<file path="config.mk">
export PLATFORM = sky130hd
export DESIGN_NAME = pipe_ctrl_flat
export DESIGN_NICKNAME = d
export VERILOG_FILES = /design/src/rtl/pipe_ctrl_if.sv /design/src/rtl/pipe_ctrl.sv /design/src/flat_wrapper.sv
export SDC_FILE = /design/constraint.sdc
export NUM_CORES = 1
export LEC_CHECK = 0
export ABC_AREA = 1
export CAP_MARGIN = 20
export CORE_AREA = 2 2 71 73
export CTS_CLUSTER_SIZE = 14
export DETAILED_ROUTE_END_ITERATION = 8
export DIE_AREA = 0 0 73 75
export PLACE_DENSITY = 0.86
export SYNTH_ARGS = -nofsm -noshare
export SYNTH_HDL_FRONTEND = slang
export SYNTH_SLANG_ARGS = --single-unit
</file>
<file path="constraint.sdc">
create_clock -name clk -period 2.8 [get_ports clk]
set_clock_uncertainty 0.2 [all_clocks]
set_input_delay 0.42 -clock clk [delete_from_list [all_inputs] [get_ports clk]]
set_output_delay 0.42 -clock clk [all_outputs]
set_load 0.03 [all_outputs]
</file>
<file path="src/rtl/pipe_ctrl_if.sv">
// Handshake bundle between pipe_ctrl and the pipeline/divider.
// master = pipeline side, slave = controller side.
interface pipe_ctrl_if;
   logic        stallreq_id_i;
   logic        ex_div_req_i;
   logic        div_ready_i;
   logic        excp_i;
   logic [31:0] excp_vec_i;
   logic        div_start_o;
   logic        div_cancel_o;
   logic [5:0]  stall_o;
   logic        flush_o;
   logic [31:0] new_pc_o;
   logic        div_timeout_o;

   modport master (
      output stallreq_id_i, ex_div_req_i, div_ready_i,
      output excp_i, excp_vec_i,
      input  div_start_o, div_cancel_o, stall_o,
      input  flush_o, new_pc_o, div_timeout_o
   );

   modport slave (
      input  stallreq_id_i, ex_div_req_i, div_ready_i,
      input  excp_i, excp_vec_i,
      output div_start_o, div_cancel_o, stall_o,
      output flush_o, new_pc_o, div_timeout_o
   );
endinterface

</file>
<file path="src/rtl/pipe_ctrl.sv">
// Pipeline controller: stall arbitration, divider sequencing, flush/redirect.
// Ports: clk, rst (async active-low), bus (pipe_ctrl_if.slave).
module pipe_ctrl #(
   parameter int unsigned DIV_TIMEOUT = 40,
   parameter int unsigned CNT_W       = 6,
   parameter logic [31:0] TRAP_VEC    = 32'h0000_0040
) (
   input  logic       clk,
   input  logic       rst,
   pipe_ctrl_if.slave bus
);

   typedef enum logic [1:0] {
      IDLE,
      DIV_WAIT,
      DIV_DONE,
      FLUSH
   } state_t;

   localparam logic [CNT_W-1:0] CNT_MAX = CNT_W'(DIV_TIMEOUT - 1);

   state_t           state_q;
   state_t           state_d;
   logic [CNT_W-1:0] cnt_q;
   logic             flush_q;
   logic [31:0]      pc_q;

   logic [5:0]       stall;
   logic             start;
   logic             cancel;
   logic             tmo;
   logic [31:0]      cap_vec;
   logic             tmo_hit;

   // Last wait cycle reached with no result: abort the divide.
   assign tmo_hit = (cnt_q == CNT_MAX) && !bus.div_ready_i;

   always_ff @(posedge clk or negedge rst) begin
      if (!rst) begin
         state_q <= IDLE;
      end else begin
         state_q <= state_d;
      end
   end

   always_comb begin
      state_d = state_q;
      unique case (state_q)
         IDLE: begin
            if (bus.excp_i)
               state_d = FLUSH;
            else if (bus.ex_div_req_i)
               state_d = DIV_WAIT;
         end
         DIV_WAIT: begin
            if (bus.excp_i || tmo_hit)
               state_d = FLUSH;
            else if (bus.div_ready_i)
               state_d = DIV_DONE;
         end
         DIV_DONE: begin
            state_d = bus.excp_i ? FLUSH : IDLE;
         end
         FLUSH: begin
            state_d = IDLE;
         end
         default: state_d = IDLE;
      endcase
   end

   always_comb begin
      stall   = 6'b000000;
      start   = 1'b0;
      cancel  = 1'b0;
      tmo     = 1'b0;
      cap_vec = bus.excp_vec_i;
      unique case (state_q)
         IDLE: begin
            if (bus.excp_i) begin
               stall = 6'b001111;
            end else if (bus.ex_div_req_i) begin
               stall = 6'b001111;
               start = 1'b1;
            end else if (bus.stallreq_id_i) begin
               stall = 6'b000111;
            end
         end
         DIV_WAIT: begin
            stall = 6'b001111;
            if (bus.excp_i) begin
               cancel = 1'b1;
            end else if (tmo_hit) begin
               cancel  = 1'b1;
               tmo     = 1'b1;
               cap_vec = TRAP_VEC;
            end
         end
         DIV_DONE: begin
            if (bus.excp_i)
               stall = 6'b001111;
         end
         FLUSH: begin
            stall = 6'b000000;
         end
         default: stall = 6'b000000;
      endcase
      // Combinational outputs are forced low while reset is held.
      if (!rst) begin
         stall  = 6'b000000;
         start  = 1'b0;
         cancel = 1'b0;
         tmo    = 1'b0;
      end
   end

   always_ff @(posedge clk or negedge rst) begin
      if (!rst) begin
         cnt_q   <= '0;
         flush_q <= 1'b0;
         pc_q    <= 32'h0;
      end else begin
         flush_q <= (state_d == FLUSH);
         if (state_d == FLUSH)
            pc_q <= cap_vec;
         if (start)
            cnt_q <= '0;
         else if (state_q == DIV_WAIT && cnt_q != CNT_MAX)
            cnt_q <= cnt_q + 1'b1;
      end
   end

   assign bus.stall_o       = stall;
   assign bus.div_start_o   = start;
   assign bus.div_cancel_o  = cancel;
   assign bus.div_timeout_o = tmo;
   assign bus.flush_o       = flush_q;
   assign bus.new_pc_o      = pc_q;

endmodule
</file>
<file path="src/flat_wrapper.sv">
// flat-port wrapper written by rule: the top's interface ports become plain ports
module pipe_ctrl_flat 
#(
   parameter int unsigned DIV_TIMEOUT = 40,
   parameter int unsigned CNT_W       = 6,
   parameter logic [31:0] TRAP_VEC    = 32'h0000_0040
)
  (clk, rst, bus_stallreq_id_i, bus_ex_div_req_i, bus_div_ready_i, bus_excp_i, bus_excp_vec_i, bus_div_start_o, bus_div_cancel_o, bus_stall_o, bus_flush_o, bus_new_pc_o, bus_div_timeout_o);
  pipe_ctrl_if bus_i ();
  input  logic clk;
  input  logic rst;
  input wire logic [$bits(bus_i.stallreq_id_i)-1:0] bus_stallreq_id_i;
  input wire logic [$bits(bus_i.ex_div_req_i)-1:0] bus_ex_div_req_i;
  input wire logic [$bits(bus_i.div_ready_i)-1:0] bus_div_ready_i;
  input wire logic [$bits(bus_i.excp_i)-1:0] bus_excp_i;
  input wire logic [$bits(bus_i.excp_vec_i)-1:0] bus_excp_vec_i;
  output wire logic [$bits(bus_i.div_start_o)-1:0] bus_div_start_o;
  output wire logic [$bits(bus_i.div_cancel_o)-1:0] bus_div_cancel_o;
  output wire logic [$bits(bus_i.stall_o)-1:0] bus_stall_o;
  output wire logic [$bits(bus_i.flush_o)-1:0] bus_flush_o;
  output wire logic [$bits(bus_i.new_pc_o)-1:0] bus_new_pc_o;
  output wire logic [$bits(bus_i.div_timeout_o)-1:0] bus_div_timeout_o;
  assign bus_i.stallreq_id_i = bus_stallreq_id_i;
  assign bus_i.ex_div_req_i = bus_ex_div_req_i;
  assign bus_i.div_ready_i = bus_div_ready_i;
  assign bus_i.excp_i = bus_excp_i;
  assign bus_i.excp_vec_i = bus_excp_vec_i;
  assign bus_div_start_o = bus_i.div_start_o;
  assign bus_div_cancel_o = bus_i.div_cancel_o;
  assign bus_stall_o = bus_i.stall_o;
  assign bus_flush_o = bus_i.flush_o;
  assign bus_new_pc_o = bus_i.new_pc_o;
  assign bus_div_timeout_o = bus_i.div_timeout_o;
  pipe_ctrl #(.DIV_TIMEOUT(DIV_TIMEOUT), .CNT_W(CNT_W), .TRAP_VEC(TRAP_VEC)) u_core (.clk(clk), .rst(rst), .bus(bus_i));
endmodule
</file>
==> results.toml <==
[outcome]
status = "complete, no violations"

[timing]
max_freq_ghz = 0.377
slew_viol_final = 0
fin_crit_ps = 2650
setup_viol = 0
timing.hold.ws_ps = 19.3
rsz0062_at_grt = "false"
relSlewSlack_pct = 66.2
setup_tns_ps = 0
hold_viol_final = 0
fin_crit_sh_pct = 94.7
tightest_slew_ps = 507

[grt]
antenna_found_initial = 0
track_usage_pct = 19.8
grt_pass1_wl_um = 8440
grt_max_degree = 42
grt-ovfl-total = 0
grt_pass1_vias = 1950

[clock_network]
ctsResizeCount = 0
cts_hold_buf = 0
clkLatencyLatePin_ps = 290
cts_tree = "done"
htreeDepth = 2
cts_buffers = 5
cts_buffer_depth = 2
cts_sinks = 41
cts.clk_slew.worst_paths_ps = 70
root_buffer = "clkbuf_8"
postCtsSetupBuffers = 0

[logic_synthesis]
synth-seq-area-share_pct = 48.4
syn_area_per_cell_um2 = 7.36
synth_area_mm2 = 0.00212
yosys_register_bits = 41
yosysWarnings = 0
synth_cell_types = 18
syn_inst = 288

[worst_setup_path]
start_kind = "input port"
critPathKind = "input port to output port"
path_cells = "clkdlybuf4s50_1, nand2_1, nand2_1, nand2_1, nor2_1, clkdlybuf4s50_1"
slowest_stage = "clkdlybuf4s50_1"
slowest_delay_ps = 680
required_ps = 2180
critical_path_arrival_ps = 2030
path_max_fanout = 5
cp_common_cell = "nand2_1"
end_kind = "output port"

[die]
dieWidth_um = 73
rows = 25
core_mm2 = 0.00466
fp.dieH_um = 75
initial_core_util_pct = 45.5
dieArea_mm2 = 0.00548
io_pins = 80

[detailed_routing]
wl_per_cell_um = 11.9
wl_met3_um = 233
met1_length_um = 2070
postRouteAntennaNets = 0
vias = 1986
dr.pass1.iters = 4
met2_length_um = 2670
viasPerCell = 4.74
top_layer_used = "met4"
drcViolationCount = 0
drt_iter0_drc = 94
totalWireLength_um = 5000

[min_path]
hold_class = "input port to asynchronous set/reset pin"

[layout]
fin_util_pct = 64.3
fin_nets = 403
areaGrowthSynthToFinish_pct = 41.2
diodes = 0
nFillCells = 403
drive_gt1_share_pct = 6.58
layoutNonFillerInstCount = 419

[place]
dp_hpwl_um = 3580
io_buffers = 77
dp.cells = 411
gp_congestion = 0.827

[power]
p_per_area_mw_per_mm2 = 1150
ir_drop_mv = 0.576
p_leak_nw = 1.69

[flow_run]
max_cap_violations = 0
layout by cell type, fill, tap and decap left out, types with 2 or more instances in the layout:
cell type / n
conb_1: 2
nand4_1: 2
dfrtp_1: 41
inv_1: 47
nor2_1: 9
o21ai_0: 4
buf_4: 13
a21oi_1: 3
nor3_1: 2
clkbuf_8: 6
nand3_1: 43
clkdlybuf4s50_1: 70
nand2_1: 115
state kept, by name, indices dropped and copies added, names as in the netlist:
name and count:
u_core.bus.flush_o 1, u_core.cnt_q 6, u_core.state_q 2, u_core.bus.new_pc_o 32
critical path, delay by kind of cell:
| family | cells | cell delay, ps |
|---|---|---|
| buf+inv | 2 | 1220 |
| simple gates | 4 | 390 |
Yosys cell counts:
master   instances  area (um^2)
nand2_4          1         11.3
inv_1           47          176
nor2_1           9         33.8
conb_1           1         3.75
buf_6            3         33.8
nand4_1          2         12.5
ha_1             1         12.5
nand3_1         43          215
buf_2            6         30.0
o21ai_0          4         20.0
xor2_1           1         8.76
nand2_1        115          432
nand2_2          1         6.26
a31oi_4          1         21.3
a21oi_1          3         15.0
dfrtp_1         41         1030
buf_4            7         52.6
nor3_1           2         10.0
cells by family (layout without fill, tap and decap cells):
family | after synthesis | in the layout | share of synthesized area, %
AND/OR/NAND/NOR | 173 | 173 | 34.0
buffers and inverters | 63 | 139 | 13.8
flip-flops | 41 | 41 | 48.4
AO/OA/AOI/OAI | 8 | 8 | 2.65
adder cells (fa/ha/maj) | 1 | 1 | 0.590
other | 1 | 2 | 0.177
XOR/XNOR | 1 | 1 | 0.413
final cells by class:
type	count	area (um^2)	share of cell area (%)
Clock inverter	1	30.0	1.00
Tap cell	54	67.6	2.26
Clock buffer	7	86.3	2.88
Inverter	47	176	5.89
Multi-Input combinational cell	185	806	26.9
Timing Repair Buffer	84	803	26.8
Sequential cell	41	1030	34.3
per-stage QoR:
stage / worst slack [ps] / cell area [um^2] / power (mW)
2_1_floorplan: 653 / 2120 / 2.29
3_3_place_gp: 203 / 2880 / 2.92
3_5_place_dp: 160 / 2880 / 2.98
4_1_cts: 160 / 3000 / 3.47
5_1_grt: 70.1 / 3000 / 3.68
6_report: 149 / 3000 / 3.44
layer usage:
layer	up-vias	track usage [%]
met4	0	6.17
met1	912	22.2
met3	4	5.49
met5	-	0
met2	58	36.5
li1	1012	-
power by group:
part	total, mW	leakage (nW)	internal [mW]	switching [mW]
Combinational	1.90	1.12	0.709	1.20
Sequential	1.05	0.510	0.876	0.177
Clock	0.486	0.0585	0.291	0.195
path summary, 6_finish.rpt:
path / start / to / slack (ps) / cells after the start
setup / recovery: bus_excp_i / bus_stall_o[3] / 150 / 6
setup reg to reg: u_core.cnt_q[0] / u_core.bus.new_pc_o[28] / 620 / 10
min in group clk: u_core.bus.new_pc_o[7] / u_core.bus.new_pc_o[7] / 270 / 2
max in group asynchronous: rst / u_core.cnt_q[1] / 2020 / 2
hold / removal: rst / u_core.cnt_q[2] / 20 / 2
hold reg to reg: u_core.bus.new_pc_o[7] / u_core.bus.new_pc_o[7] / 270 / 2
No activity file was read; power rests on OpenSTA's default activity.
